===== src/rtl/pipe_ctrl.sv =====
// Pipeline hazard controller: arbitrates IMem/DMem waits, redirects and load-use
// hazards into per-stage stall/flush controls, with a sticky DMem timeout trap.
module pipe_ctrl #(
  parameter int NSTAGES   = 5,
  parameter int EX_STAGE  = 2,
  parameter int MEM_STAGE = 3,
  parameter int TIMEOUT   = 255
) (
  input  logic               clk,
  input  logic               reset,
  output logic               imem_req,
  input  logic               imem_ack,
  input  logic               dmem_valid,
  output logic               dmem_req,
  input  logic               dmem_ack,
  input  logic               redirect,
  input  logic               ex_is_load,
  input  logic [4:0]         ex_rd_addr,
  input  logic [4:0]         id_rs1_addr,
  input  logic [4:0]         id_rs2_addr,
  output logic [NSTAGES-1:0] stall,
  output logic [NSTAGES-1:0] flush,
  output logic               timeout_err,
  output logic [31:0]        stall_cycles
);

  localparam int CNT_W = (TIMEOUT < 1) ? 1 : $clog2(TIMEOUT + 1);

  // Stage masks; MEM_NEXT truncates to zero when MEM_STAGE is the last stage.
  localparam logic [NSTAGES-1:0] MEM_MASK  = NSTAGES'((64'd1 << (MEM_STAGE + 1)) - 64'd1);
  localparam logic [NSTAGES-1:0] MEM_NEXT  = NSTAGES'(64'd1 << (MEM_STAGE + 1));
  localparam logic [NSTAGES-1:0] PRE_EX    = NSTAGES'((64'd1 << EX_STAGE) - 64'd1);
  localparam logic [NSTAGES-1:0] EX_BIT    = NSTAGES'(64'd1 << EX_STAGE);
  localparam logic [NSTAGES-1:0] FETCH_BIT = NSTAGES'(64'd1);
  localparam logic [NSTAGES-1:0] DEC_BIT   = NSTAGES'(64'd2);

  typedef enum logic {I_REQ, I_WAIT} istate_t;
  typedef enum logic [1:0] {D_IDLE, D_WAIT, D_ERR} dstate_t;

  istate_t          istate;
  dstate_t          dstate;
  logic             kill;
  logic [CNT_W-1:0] wait_cnt;
  logic [CNT_W-1:0] wait_nxt;
  logic [31:0]      stall_cnt;

  logic d_err;
  logic d_stall;
  logic load_use;
  logic i_hold;

  assign imem_req = reset;
  assign dmem_req = reset && ((dstate == D_WAIT) || ((dstate == D_IDLE) && dmem_valid));

  assign d_err    = (dstate == D_ERR);
  assign d_stall  = dmem_req && !dmem_ack;
  assign load_use = ex_is_load && (ex_rd_addr != 5'd0) &&
                    ((ex_rd_addr == id_rs1_addr) || (ex_rd_addr == id_rs2_addr));
  // A killed fetch's returning word is treated like a wait: hold PC, bubble decode.
  assign i_hold   = imem_req && (!imem_ack || kill);
  assign wait_nxt = wait_cnt + CNT_W'(1);

  assign timeout_err  = d_err;
  assign stall_cycles = stall_cnt;

  always_comb begin
    stall = '0;
    flush = '0;
    if (!reset) begin
      flush = '1;
    end else if (d_err) begin
      stall = '1;
    end else if (d_stall) begin
      stall = MEM_MASK;
      flush = MEM_NEXT;
    end else if (redirect) begin
      flush = PRE_EX;
    end else if (load_use) begin
      stall = PRE_EX;
      flush = EX_BIT;
    end else if (i_hold) begin
      stall = FETCH_BIT;
      flush = DEC_BIT;
    end
  end

  always_ff @(posedge clk or negedge reset) begin
    if (!reset) begin
      istate <= I_REQ;
      kill   <= 1'b0;
    end else begin
      istate <= imem_ack ? I_REQ : I_WAIT;
      // Only a redirect that actually took effect poisons the outstanding fetch.
      if (imem_ack)
        kill <= 1'b0;
      else if ((istate == I_WAIT) && redirect && !d_stall && !d_err)
        kill <= 1'b1;
    end
  end

  always_ff @(posedge clk or negedge reset) begin
    if (!reset) begin
      dstate   <= D_IDLE;
      wait_cnt <= '0;
    end else begin
      case (dstate)
        D_IDLE: begin
          if (dmem_valid && !dmem_ack) begin
            dstate   <= D_WAIT;
            wait_cnt <= '0;
          end
        end
        D_WAIT: begin
          if (dmem_ack) begin
            dstate <= D_IDLE;
          end else begin
            wait_cnt <= wait_nxt;
            if (wait_nxt == CNT_W'(TIMEOUT))
              dstate <= D_ERR;
          end
        end
        D_ERR:   dstate <= D_ERR;
        default: dstate <= D_IDLE;
      endcase
    end
  end

  always_ff @(posedge clk or negedge reset) begin
    if (!reset)
      stall_cnt <= '0;
    else if (stall[0] && (stall_cnt != 32'hFFFF_FFFF))
      stall_cnt <= stall_cnt + 32'd1;
  end

endmodule


===== config.mk =====
export PLATFORM = sky130hd
export DESIGN_NAME = pipe_ctrl
export DESIGN_NICKNAME = d
export VERILOG_FILES = /design/src/rtl/pipe_ctrl.sv
export SDC_FILE = /design/constraint.sdc
export NUM_CORES = 1
export LEC_CHECK = 0
export ABC_AREA = 0
export BUFFER_PORTS_ARGS = -buffer_cell sky130_fd_sc_hd__clkbuf_2
export CAP_MARGIN = 25
export CELL_PAD_IN_SITES_DETAIL_PLACEMENT = 1
export CELL_PAD_IN_SITES_GLOBAL_PLACEMENT = 1
export CORE_AREA = 2 2 80 82
export CTS_CLUSTER_SIZE = 25
export DETAILED_ROUTE_END_ITERATION = 7
export DIE_AREA = 0 0 82 84
export MAX_ROUTING_LAYER = met4
export PLACE_DENSITY = 0.95
export REMOVE_ABC_BUFFERS = 1
export SYNTH_ARGS = -nofsm -noshare
export SYNTH_HDL_FRONTEND = slang
export SYNTH_SLANG_ARGS = --single-unit

===== constraint.sdc =====
create_clock -name clk -period 5.85 [get_ports clk]
set_clock_uncertainty 0.05 [all_clocks]
set_input_delay 1.17 -clock clk [delete_from_list [all_inputs] [get_ports clk]]
set_output_delay 1.17 -clock clk [all_outputs]
set_load 0.1 [all_outputs]

==> results.cfg <==
[synthesis]
ys_seq_area_frac = 0.443
async_reset_ff_frac = 1.00
synthFlopType = dfrtp_1
ys_types = 36
synthAdderAreaFrac = 0.0151
syn_area_mm2 = 0.00248
synth_compound_area_frac = 0.0594
synth.largest_area_cell = dfrtp_1
synth.ff_latch_count = 44
synth_xor_area_frac = 0.159
synth.top_cell.area_share = 0.443
synth.area.top_cells = dfrtp_1 (44%), xnor2_1 (15%), nand3_1 (6.0%)
synth_common_cells = dfrtp_1 (44), xnor2_1 (43), nand2_1 (30), nand3_1 (30), nor2_1 (24)
netlist_instances = 269
synth_area_per_cell_um2 = 9.24
yosys_warnings = 0
synthSimpleGateAreaFrac = 0.277
synth_top_family_by_area = simple AND/OR/NAND/NOR gates
yosysMostFrequentCell = dfrtp_1
synth.area.mux_share = 0.00453
synth_edf_count = 0

[timing]
fin_crit_ns = 4.35
worst_slew_pin_slew_ns = 0.694
rsz0062_at_grt = no
setup_violations = 0
whs_ns = 0.441
slew_headroom = 0.537
tns_ns = 0
finalCritPeriodShare = 0.743
max_freq_mhz = 230
maxSlewViolCount = 0
hold_viol = 0
setup_ws_ns = 1.50

[routing]
vias_per_cell = 5.35
antenna_left = 0
wl_per_cell_um = 15.0
drc = 0
vias = 2209
drt-initial-drc-count = 112
dr.pass1.iters = 4
drt-total-wl_um = 6190

[clock_network]
root_buffer = clkbuf_8
cts_tree = done
cts_hold_buf = 0
cts_buffer_depth = 2
clkSlewWorstSetupHoldPaths_ns = 0.08
worstSkewPairLatency_ns = 0.31
ctsResizeCount = 0
numCtsBuffers = 5
numClockSinks = 44
post_cts_buffers = 0
htree_levels = 2

[layout]
fill_cells = 771
drive_gt1_frac = 0.244
stdcell_area_mm2 = 0.00298
utilization = 0.489
finalNonFillerCells = 413
area_growth_pct = 19.8
fin_nets = 360
n_antenna_cell = 0

[critical_path]
arrival_ns = 3.13
reg2reg_slack_ns = 3.45
r2r_cells = 7
cp-startpoint = ex_rd_addr[0]
reg2reg_from = stall_cycles[0]$_DFFE_PN0P_
cp_max_fo = 32
reg2reg_to = stall_cycles[11]$_DFFE_PN0P_
critical_path_class = in -> out
setup.worst_path.end_class = output pin
cp-start-kind = primary input
worstPathRequired_ns = 4.63

[worst_hold_path]
min_to = stall_cycles[7]$_DFFE_PN0P_
worstHoldPathCells = 1
worstHoldStart = stall_cycles[7]$_DFFE_PN0P_
hold_path_class = reg -> reg

[floorplan]
rows = 29
dieArea_mm2 = 0.00689
core_mm2 = 0.00610
start_util = 0.408
ios = 67
die_h_um = 84
die_w_um = 82

[pwr]
power_density_mw_per_mm2 = 313
power_uw = 932
p_leak_nw = 1.37
ir_worst_vdd_mv = 0.212

[global_routing]
globalRouteTotalUtil = 0.199
grt_pass1_vias = 2361
grt_max_degree = 33
grt_pass1_wl_um = 10600
grt-ovfl-total = 0
antenna_found_initial = 0

[flow_run]
timing.max_cap.violations = 0

[place]
dp_hpwl_um = 4760
placed_cells = 405
io_buffers = 66
placed_area_mm2 = 0.00287
dp_slack_ns = 1.50
gp_congestion = 0.826

[run_status]
status = finished, final reports clean
-- power breakdown --
part | internal, mW | switching, mW
Combinational | 0.0623 | 0.267
Sequential | 0.331 | 0.0361
Clock | 0.126 | 0.110
-- cell usage in the layout, fill, tap and decap left out, types with 2 or more instances in the layout --
cell	n
a21oi_1	4
a31oi_1	2
and2_1	2
and3_1	11
buf_4	4
clkbuf_2	66
clkbuf_8	5
dfrtp_1	44
ha_1	3
inv_1	8
nand2_1	30
nand2b_1	3
nand3_1	30
nand3b_1	4
nand4_1	11
nand4b_1	2
nor2_1	24
nor3_1	5
nor4_1	2
o21ai_0	13
or3_1	2
xnor2_1	43
xor2_1	2
-- worst max-delay path by stage --
stage,endpoint,slack (ns)
6_report,stall[0],1.50
3_3_place_gp,stall[0],1.51
2_1_floorplan,flush[2],-1.84
5_1_grt,stall[0],1.43
4_1_cts,stall[0],1.50
3_5_place_dp,stall[0],1.50
-- worst max-delay path: stages --
cell,delay (ns)
clkbuf_2,0.11
or3_1,0.36
o311a_1,0.31
a221o_1,0.36
buf_4,0.24
and2_1,0.20
clkbuf_2,0.36
-- logic make-up (layout without fill, tap and decap cells) --
group | Yosys count | count (layout)
mux | 1 | 1
fa+ha+maj | 3 | 3
simple gates | 132 | 132
compound gates | 25 | 25
xor+xnor | 45 | 45
buf+inv | 19 | 86
flops | 44 | 44
-- area by class of cell --
| type | instances | area, um2 | area share |
|---|---|---|---|
| inverters | 8 | 30.0 | 0.0101 |
| flip-flops and latches | 44 | 1100 | 0.370 |
| well taps | 77 | 96.3 | 0.0324 |
| clock buffers | 5 | 68.8 | 0.0231 |
| clock inverters | 3 | 42.5 | 0.0143 |
| repair buffers | 70 | 360 | 0.121 |
| multi-input cells | 206 | 1280 | 0.429 |
-- sequential cells by signal, summed over array words and instances, names as in the netlist --
signal        flops
wait_cnt          8
istate            1
kill              1
stall_cycles     32
dstate            2
-- metal layers --
layer | track usage | vias up | part of all wire
met4 | 0.0773 | 0 | 0.023
met3 | 0.0260 | 13 | 0.039
met2 | 0.347 | 65 | 0.52
met1 | 0.227 | 1078 | 0.41
met5 | - | - | 0
li1 | - | 1053 | -
Power figures use the tool's default switching activity.
